## config.mk

```make
export PLATFORM = sky130hd
export DESIGN_NAME = neuron_fetch_ctrl
export DESIGN_NICKNAME = d
export VERILOG_FILES = /design/src/rtl/neuron_fetch_ctrl_pkg.sv /design/src/rtl/fc_addr_gen.sv /design/src/rtl/neuron_fetch_ctrl.sv
export SDC_FILE = /design/constraint.sdc
export NUM_CORES = 1
export LEC_CHECK = 0
export ABC_AREA = 1
export BUFFER_PORTS_ARGS = -buffer_cell sky130_fd_sc_hd__buf_2
export CAP_MARGIN = 25
export CORE_MARGIN = 1
export CORE_UTILIZATION = 30
export CTS_BUF_LIST = sky130_fd_sc_hd__clkbuf_16
export CTS_CLUSTER_DIAMETER = 60
export DETAILED_ROUTE_END_ITERATION = 8
export GPL_TIMING_DRIVEN = 0
export PLACE_DENSITY = 0.53
export SYNTH_ARGS = -nofsm -noshare
export SYNTH_HDL_FRONTEND = slang
export SYNTH_SLANG_ARGS = --single-unit
```

## constraint.sdc

```tcl
create_clock -name clk -period 4.37 [get_ports clk]
set_input_delay 0.874 -clock clk [delete_from_list [all_inputs] [get_ports clk]]
set_output_delay 0.874 -clock clk [all_outputs]
set_load 0.005 [all_outputs]
```

## src/rtl/neuron_fetch_ctrl_pkg.sv

```systemverilog
// Shared types for the neuron synapse fetch sequencer.
// State encodings, the default address width and enable levels.
package neuron_fetch_ctrl_pkg;

    localparam int FC_ADDR_WIDTH = 8;

    localparam logic ENABLE  = 1'b1;
    localparam logic DISABLE = 1'b0;

    typedef enum logic [1:0] {
        FC_IDLE  = 2'd0,
        FC_ISSUE = 2'd1,
        FC_DRAIN = 2'd2,
        FC_DONE  = 2'd3
    } fc_state_e;

endpackage

```

## src/rtl/fc_addr_gen.sv

```systemverilog
// Base-load / increment address counter.
// Wraps modulo 2^W; used for both addresses and the beat count.
module fc_addr_gen #(
    parameter int W = 8
) (
    input  logic         clk,
    input  logic         reset,
    input  logic         load,
    input  logic         inc,
    input  logic [W-1:0] base,
    output logic [W-1:0] addr
);

    logic [W-1:0] addr_d;
    logic [W-1:0] addr_q;

    always_comb begin
        addr_d = addr_q;
        if (load) begin
            addr_d = base;
        end else if (inc) begin
            addr_d = addr_q + W'(1);
        end
    end

    always_ff @(posedge clk or negedge reset) begin
        if (!reset) begin
            addr_q <= '0;
        end else begin
            addr_q <= addr_d;
        end
    end

    assign addr = addr_q;

endmodule

```

## src/rtl/neuron_fetch_ctrl.sv

```systemverilog
// Synapse fetch sequencer: issues N weight/input reads and flags
// the returned beats one cycle later for the DataFetch register stage.
module neuron_fetch_ctrl
    import neuron_fetch_ctrl_pkg::*;
#(
    parameter int ADDR_WIDTH = FC_ADDR_WIDTH
) (
    input  logic                  clk,
    input  logic                  reset,
    input  logic                  start,
    input  logic                  abort,
    input  logic                  stall,
    input  logic [ADDR_WIDTH-1:0] num_syn,
    input  logic [ADDR_WIDTH-1:0] w_base,
    input  logic [ADDR_WIDTH-1:0] i_base,
    output logic                  rd_en,
    output logic [ADDR_WIDTH-1:0] w_addr,
    output logic [ADDR_WIDTH-1:0] i_addr,
    output logic                  sel_rdy,
    output logic                  sel_last,
    output logic                  busy,
    output logic                  done
);

    fc_state_e state_d;
    fc_state_e state_q;

    logic [ADDR_WIDTH-1:0] n_d;
    logic [ADDR_WIDTH-1:0] n_q;
    logic [ADDR_WIDTH-1:0] cnt;
    logic                  load;
    logic                  last;
    logic                  sel_rdy_d;
    logic                  sel_rdy_q;
    logic                  sel_last_d;
    logic                  sel_last_q;

    assign load = (state_q == FC_IDLE) & start & ~abort
                & (num_syn != '0);
    assign last = (cnt == n_q - ADDR_WIDTH'(1));

    fc_addr_gen #(.W(ADDR_WIDTH)) u_w_addr (
        .clk   (clk),
        .reset (reset),
        .load  (load),
        .inc   (rd_en),
        .base  (w_base),
        .addr  (w_addr)
    );

    fc_addr_gen #(.W(ADDR_WIDTH)) u_i_addr (
        .clk   (clk),
        .reset (reset),
        .load  (load),
        .inc   (rd_en),
        .base  (i_base),
        .addr  (i_addr)
    );

    fc_addr_gen #(.W(ADDR_WIDTH)) u_cnt (
        .clk   (clk),
        .reset (reset),
        .load  (load),
        .inc   (rd_en),
        .base  ('0),
        .addr  (cnt)
    );

    always_ff @(posedge clk or negedge reset) begin
        if (!reset) begin
            state_q <= FC_IDLE;
        end else begin
            state_q <= state_d;
        end
    end

    always_comb begin
        state_d = state_q;
        if (abort) begin
            state_d = FC_IDLE;
        end else begin
            unique case (state_q)
                FC_IDLE: begin
                    if (start) begin
                        state_d = (num_syn == '0) ? FC_DONE : FC_ISSUE;
                    end
                end
                FC_ISSUE: begin
                    if (rd_en && last) begin
                        state_d = FC_DRAIN;
                    end
                end
                FC_DRAIN: state_d = FC_DONE;
                FC_DONE:  state_d = FC_IDLE;
                default:  state_d = FC_IDLE;
            endcase
        end
    end

    always_comb begin
        rd_en = DISABLE;
        if (state_q == FC_ISSUE && !stall && !abort) begin
            rd_en = ENABLE;
        end
        busy = (state_q != FC_IDLE);
        // An abort landing on the DONE cycle suppresses the pulse.
        done = (state_q == FC_DONE) & ~abort;
    end

    always_comb begin
        n_d        = load ? num_syn : n_q;
        sel_rdy_d  = rd_en;
        sel_last_d = rd_en & last;
    end

    always_ff @(posedge clk or negedge reset) begin
        if (!reset) begin
            n_q        <= '0;
            sel_rdy_q  <= DISABLE;
            sel_last_q <= DISABLE;
        end else begin
            n_q        <= n_d;
            sel_rdy_q  <= sel_rdy_d;
            sel_last_q <= sel_last_d;
        end
    end

    assign sel_rdy  = sel_rdy_q;
    assign sel_last = sel_last_q;

endmodule

```

-- After elaboration in Yosys (flattened, before gate mapping)
Index checks and enable logic that the tools add are counted.
- output and inout bits: 21
- register bits after elaboration: 36
- logic and storage cells: 46
- eq/ne operators: 6
- bitwise gates (word level): 6
- mux-type cells: 12
- reductions and logical operators: 11
- add/subtract/negate cells: 4
- operators with widths (operator ; number):
    8-bit 2-to-1 mux ; 6
    8-bit by 1-bit adder with 8-bit output (second input constant) ; 3
    8-bit equality test ; 1
    8-bit zero test ; 1
    2-bit 2-to-1 mux ; 4
    2-bit one-hot mux with 4 select lines ; 1
    8-bit nonzero test ; 1
    8-bit by 1-bit subtractor with 8-bit output (second input constant) ; 1
    3-bit != test (second input constant) ; 2
    1-bit AND ; 5
    2-bit equality test (second input constant) ; 2
    2-bit nonzero test ; 2
    1-bit logical AND ; 3
    2-bit by 1-bit equality test with 1-bit output (second input constant) ; 1
    1-bit zero test ; 2
    2-bit zero test ; 1
    2-bit AND reduction ; 1
    1-bit 2-to-1 mux ; 1
    1-bit inverter ; 1

-- Longest topological paths before layout
Gate-level depths: netlist of the first run.
- depth in word-level cells: 8
- gate-level depth with buffers: 14
- mapped depth without buffers: 14

-- Cells and area by module
From an unflattened synthesis of the first run, not the netlist that was laid out.
- cell total of the unflattened synthesis: 320
- area total of the unflattened synthesis: 2383.5 um^2
- by module, submodules not included (module ; instances ; cells each ; area an instance (um^2) ; seq. area each (um^2)):
    fc_addr_gen ; 3 ; 62 ; 499.2 ; 200.2
    neuron_fetch_ctrl ; 1 ; 134 ; 885.8 ; 300.3

-- Least setup slack after synthesis of the first run
No wires, ideal clock.
- path kind: input to output
- start point: input abort
- end point: output rd_en
- data required time: 3496 ps
- stages on the path: 4
- buffers on the path: 1
- slack: 2244 ps
- arrival time: 1252 ps
- path through: inv_2 nand2_2 nor2_4 buf_6
- longest elaborated chain between the ends: 3
- RTL lines (element ; line ; RTL):
    start: declaration ; neuron_fetch_ctrl.sv:11 ; input logic abort,
    1-bit zero test ; neuron_fetch_ctrl.sv:102 ; if (state_q == FC_ISSUE && !stall && !abort) begin
    1-bit logical AND ; neuron_fetch_ctrl.sv:102 ;
    1-bit 2-to-1 mux ; neuron_fetch_ctrl.sv:102 ;
    end: declaration ; neuron_fetch_ctrl.sv:16 ; output logic rd_en,
Every way passes these cells.

-- Worst setup path in the final report of the first run
Ends and elaborated chain as after synthesis.

==> qor.csv, run 1 <==
metric;value;unit
cts hold-fix bufs;0;
starting density of the core;0.309;
antenna violations before repair;0;
Vias;1971;
startpoint types;input pin;
DR DRC count;0;
area delta synth->final;23.2;%
switching power;0.000685;W
register share of total power;0.361;
worst reg2reg endpoint;state_q[0]$_DFFE_PN0P_;
total CTS buffers;5;
Synth Instances;299;
Comb power frac;0.424;
final instance area;2750;sq um
clock-pin slew on the worst setup and hold paths;0.06;ns
WP data required;3.50;ns
Avg WL per Cell;11.7;um
Cell Pwr Density;605;nW/um^2
Final min period;2.47;ns
metal3 WL;236;um
r2r setup slk;2.58;ns
Hold Path Sink;n_q[6]$_DFFE_PN0P_;
Synth Area per Inst;7.46;sq um
routability cong.;0.768;
syn_nets;336;
Std-Cell Rows;31;
vias in the first global route;1937;
die area;7790;sq um
Initial DRT Pass Iterations;4;
cells on worst reg2reg path;13;
pin count of the biggest net entering global routing;37;
#FFs+latches synth;36;
DRT iter0 DRCs;94;
# fillers;799;
ANT nets after route;0;
Ports;50;
Tot GR Track Use;0.153;
PortBufs;49;
Tcrit/Tclk final;0.565;
RSZ-0062 raised after global routing;false;
Slew Viols, Final;0;
Mapped Area;2230;sq um
top achievable clock speed;405;MHz
H-tree depth;2;
Min Hold Slack;0.533;ns
Min-Delay Path Depth;2;
Routed WL;5320;um
HPWL after DPL;4000;um
share of layout cells above drive strength 1;0.219;
Clock Tree Buf Depth;2;
Power, Total;0.00166;W
top layer in use;met4;
worst reg2reg startpoint;state_q[1]$_DFFE_PN0P_;
YS warnings;0;
Worst-Skew Late Latency;0.28;ns
routed metal-1 wirelength;2610;um
post-CTS setup buffer count;0;
worst hold path type;reg -> reg;
CTS tree;done;
Worst Clk Skew;0.00517;ns
Worst Path Max Fanout;11;
Gates resized, CTS repair;0;
critical path class;in -> out;
clock power share;0.215;
status;complete, no violations;
Die H;88.2;um
final cell count without fillers;455;
total core area;7210;sq um
gr ovfl total;0;
Sw Share;0.412;
Leak Pwr;1.45;nW
DR vias/cell;4.33;
# setup viols final;0;
min-delay src;n_q[6]$_DFFE_PN0P_;
# nets final;392;
post-route setup TNS;0;ns
Seq/Total Area, Yosys;0.404;
Max Cap Viol;0;
Worst-Margin Slew;0.852;ns
Hold Violations, Final;0;
metal2 WL;2460;um
VDD IR max;0.233;mV
clock sink count;36;
Cell variety after synth;27;
Placed Area;2600;sq um
die width;88.2;um
max-slew headroom at the worst pin;0.432;
dpl cells;447;
global-route wire length before repair;9090;um
Arrival @ worst endpoint;1.59;ns
CTS Root Cell;clkbuf_16;
Pint;0.000976;W
Ant. Diodes;0;
CP Capture Type;output pin;
## layout by cell type, fill, tap and decap left out
master and n:
a211oi_1 1, a21oi_1 6, and3_1 2, buf_2 50
buf_4 1, buf_6 4, clkbuf_16 5, clkinv_4 1
clkinvlp_4 2, dfrtp_1 36, ha_1 8, inv_1 35
inv_2 4, nand2_1 91, nand2_2 3, nand2_4 1
nand3_1 18, nand3_2 1, nor2_1 37, nor2_2 1
nor2_4 1, nor3_1 2, nor3_2 2, nor3b_2 1
nor4_4 1, o211ai_1 4, o21ai_0 19, o21ai_1 2
xnor2_1 9, xor2_1 8
## routing by layer
layer / vias up / GRT usage
met5: - / 0
met4: 0 / 0.0484
met1: 891 / 0.201
met2: 38 / 0.248
met3: 2 / 0.0392
li1: 1040 / -
## worst max-delay path: stages
cell and delay (ns):
buf_2 0.11, inv_2 0.08, nand2_2 0.07, nor2_4 0.14, buf_6 0.18, buf_2 0.13
## worst max path at each step
stage                     startpoint     to  slack [ns]  cells after the start
after detailed placement       abort  rd_en        1.89                      6
after global routing           abort  rd_en        1.81                      6
after global placement         abort  rd_en        1.88                      6
final                          abort  rd_en        1.90                      6
after CTS                      abort  rd_en        1.89                      6
after floorplan                abort  rd_en        2.24                      4
## cell type report
type | instances | area [sq um] | area share
multi-input combinational | 218 | 1130 | 0.410
sequential | 36 | 901 | 0.328
timing repair buffer | 49 | 245 | 0.0892
inverter | 39 | 146 | 0.0533
clock buffer | 5 | 125 | 0.0455
tap | 99 | 124 | 0.0451
buffer | 6 | 57.6 | 0.0209
clock inverter | 3 | 23.8 | 0.00865
## kinds of logic after synthesis
| kind of cell | share of synthesized area |
|---|---|
| and+or+nand+nor | 0.316 |
| buffers and inverters | 0.0914 |
| DFF | 0.404 |
| AOI/OAI and AO/OA | 0.0774 |
| xor gates and xnor gates | 0.0667 |
| adders and majority gates | 0.0449 |
## flip-flops by register name (all words and copies together), names as in the netlist
register and count:
n_q 8, sel_last 1, sel_rdy 1, state_q 2, u_cnt.addr 8, u_i_addr.addr 8
u_w_addr.addr 8
## power groups by stage
stage	clock [W]	sequential, W	combinational, W
6_report	0.000357	0.000600	0.000705
5_1_grt	0.000384	0.000625	0.000823
3_5_place_dp	0	0.000603	0.000712
3_3_place_gp	0	0.000604	0.000702
4_1_cts	0.000373	0.000601	0.000715
2_1_floorplan	0	0.000585	0.000499
## cells in the mapped netlist
master	instances	share of area
nand2_2	3	0.0084
a211oi_1	1	0.0034
nand3_1	18	0.040
nand2_1	91	0.15
dfrtp_1	36	0.40
ha_1	8	0.045
nor2_1	37	0.062
o21ai_1	2	0.0045
buf_6	4	0.020
nor2_4	1	0.0050
inv_2	4	0.0067
inv_1	35	0.059
and3_1	2	0.0056
nand2_4	1	0.0050
nor2_2	1	0.0028
nor4_4	1	0.0095
nor3_1	2	0.0045
o211ai_1	4	0.013
o21ai_0	19	0.043
buf_4	1	0.0034
buf_2	1	0.0022
xnor2_1	9	0.035
xor2_1	8	0.031
nand3_2	1	0.0045
a21oi_1	6	0.013
nor3b_2	1	0.0056
nor3_2	2	0.0090
## metrics by stage
| stage | utilization | setup slack (ns) |
|---|---|---|
| final | 0.381 | 1.90 |
| after global routing | 0.381 | 1.81 |
| after CTS | 0.381 | 1.89 |
| after detailed placement | 0.360 | 1.89 |
| after global placement | 0.360 | 1.88 |
| after floorplan | - | 2.24 |
Note: power is estimated with default switching activity, not from simulation.
==> inputs of run 2 (changes only) <==
--- a/config.mk
+++ b/config.mk
@@ -14,7 +14,7 @@
 export CTS_CLUSTER_DIAMETER = 60
 export DETAILED_ROUTE_END_ITERATION = 8
 export GPL_TIMING_DRIVEN = 0
-export PLACE_DENSITY = 0.53
+export PLACE_DENSITY = 0.55
 export SYNTH_ARGS = -nofsm -noshare
 export SYNTH_HDL_FRONTEND = slang
 export SYNTH_SLANG_ARGS = --single-unit
==> constraint.sdc (replaced) <==
create_clock -name clk -period 2.23 [get_ports clk]
set_input_delay 0.446 -clock clk [delete_from_list [all_inputs] [get_ports clk]]
set_output_delay 0.446 -clock clk [all_outputs]
set_load 0.005 [all_outputs]
==> run 2 against run 1 <==
  * Sequential cell count stayed put
  * Final cell count is the same
  * Clock power rose by 120%
  * Core utilization up 0.19 points
  * Via count rose by 2.4%
  * Sequential power is 95% higher
  * Critical path type is now reg -> out
  * Critical endpoint unchanged
  * Largest power group unchanged
  * Highest routed layer unchanged
==> qor.csv, run 2 (synthesized netlist as in run 1, its figures left out) <==
metric;value;unit;change
ANT nets after route;0;;unchanged
most frequent cells in the layout;nand2_1, buf_2, nor2_1;;
Clock Tree Buf Depth;2;;unchanged
clock-pin slew on the worst setup and hold paths;0.06;ns;about the same
antenna violations before repair;0;;unchanged
Gates resized, CTS repair;0;;unchanged
cts hold-fix bufs;0;;unchanged
CP Capture Type;output pin;;
metal3 WL;246;um;+4.2%
DRT iter0 DRCs;59;;-37%
final cell count without fillers;455;;unchanged
H-tree depth;2;;unchanged
Final min period;1.92;ns;
PortBufs;49;;unchanged
Min Hold Slack;0.281;ns;-0.252 ns
Worst-Margin Slew;0.863;ns;+0.0105 ns
Worst Clk Skew;0.00449;ns;-0.000680 ns
gr ovfl total;0;;unchanged
WP data required;1.78;ns;-1.72 ns
Avg WL per Cell;11.9;um;+1.7%
# setup viols final;0;;unchanged
# fillers;789;;-1.3%
delay-heaviest family, CP;buffers and inverters;;
Slew Viols, Final;0;;unchanged
clock sink count;36;;unchanged
CTS Root Cell;clkbuf_16;;
routability cong.;0.773;;+0.66%
worst reg2reg endpoint;state_q[1]$_DFFE_PN0P_;;
DR DRC count;0;;unchanged
Tcrit/Tclk final;0.859;;
max-slew headroom at the worst pin;0.425;;-0.00699
RSZ-0062 raised after global routing;false;;
worst path bufs/invs;3;;-1
max incr delay on CP;0.41;ns;+0.23 ns
Tot GR Track Use;0.159;;+0.00514
HPWL after DPL;4010;um;+0.28%
Worst Path Max Fanout;11;;unchanged
total CTS buffers;5;;unchanged
area delta synth->final;23.8;%;
die width;88.2;um;unchanged
slowest CP cell;dfrtp_1;;
critical path class;reg -> out;;
cells on worst reg2reg path;13;;unchanged
crit path cell chain;inv_1 -> ha_1 -> nand2_2 -> nor2_4 -> buf_6 -> buf_2;;
Worst-Skew Late Latency;0.28;ns;about the same
Max Cap Viol;0;;unchanged
total core area;7210;sq um;unchanged
# nets final;392;;unchanged
Hold Violations, Final;0;;unchanged
share of layout cells above drive strength 1;0.213;;-0.00562
DR vias/cell;4.44;;+2.4%
post-CTS setup buffer count;0;;unchanged
metal2 WL;2460;um;+0.20%
Cell Pwr Density;1210;nW/um^2;+100%
pin count of the biggest net entering global routing;37;;unchanged
global-route wire length before repair;9200;um;+1.3%
Arrival @ worst endpoint;1.47;ns;-0.12 ns
top achievable clock speed;522;MHz;
dpl cells;447;;unchanged
worst reg2reg startpoint;state_q[1]$_DFFE_PN0P_;;
Ports;50;;unchanged
Ant. Diodes;0;;unchanged
post-route setup TNS;0;ns;unchanged
startpoint types;flop;;
Std-Cell Rows;31;;unchanged
starting density of the core;0.309;;unchanged
Vias;2018;;+2.4%
status;complete, no violations;;
die area;7790;sq um;unchanged
VDD IR max;0.492;mV;+110%
routed metal-1 wirelength;2620;um;+0.42%
r2r setup slk;0.43;ns;-2.15 ns
top layer in use;met4;;
Routed WL;5410;um;+1.7%
commonest non-fill, non-tap cell in the layout;nand2_1;;
Initial DRT Pass Iterations;4;;unchanged
Die H;88.2;um;unchanged
vias in the first global route;1958;;+1.1%
CTS tree;done;;
Leak Pwr;1.46;nW;+0.89%
worst hold path type;in -> async;;
run 2: routing by layer:
metal,global-route usage,vias up
met5,0,-
met4,0.0616,0
met3,0.0382,7
met2,0.259,46
met1,0.202,921
li1,-,1044
run 2: layout make-up:
type | instances | area, sq um | share of cell area
buffer | 6 | 57.6 | 0.0208
clock buffer | 5 | 125 | 0.0453
clock inverter | 3 | 37.5 | 0.0136
inverter | 39 | 146 | 0.0530
multi-input combinational | 218 | 1130 | 0.408
sequential | 36 | 901 | 0.326
tap | 99 | 124 | 0.0448
timing repair buffer | 49 | 245 | 0.0888
run 2: how the worst max path moves through the flow:
stage / startpoint / to / cells after the start
after floorplan: n_q[0]$_DFFE_PN0P_ / state_q[0]$_DFFE_PN0P_ / 14
after global placement: num_syn[7] / u_w_addr.addr[0]$_DFFE_PN0P_ / 11
after detailed placement: num_syn[7] / u_w_addr.addr[0]$_DFFE_PN0P_ / 11
after CTS: state_q[1]$_DFFE_PN0P_ / rd_en / 6
after global routing: state_q[1]$_DFFE_PN0P_ / state_q[0]$_DFFE_PN0P_ / 13
final: state_q[1]$_DFFE_PN0P_ / rd_en / 6
run 2: power by group:
| group | internal (W) | switching, W |
|---|---|---|
| logic | 0.000598 | 0.000787 |
| registers | 0.000899 | 0.000274 |
| clock network | 0.000520 | 0.000274 |
run 2: stage by stage:
step | util | power [W] | cell area [sq um] | setup WS [ns]
after floorplan | - | 0.00212 | 2230 | 0.710
after global placement | 0.360 | 0.00255 | 2600 | 0.367
after detailed placement | 0.360 | 0.00258 | 2600 | 0.358
after CTS | 0.383 | 0.00339 | 2760 | 0.296
after global routing | 0.383 | 0.00369 | 2760 | 0.169
final | 0.383 | 0.00335 | 2760 | 0.315
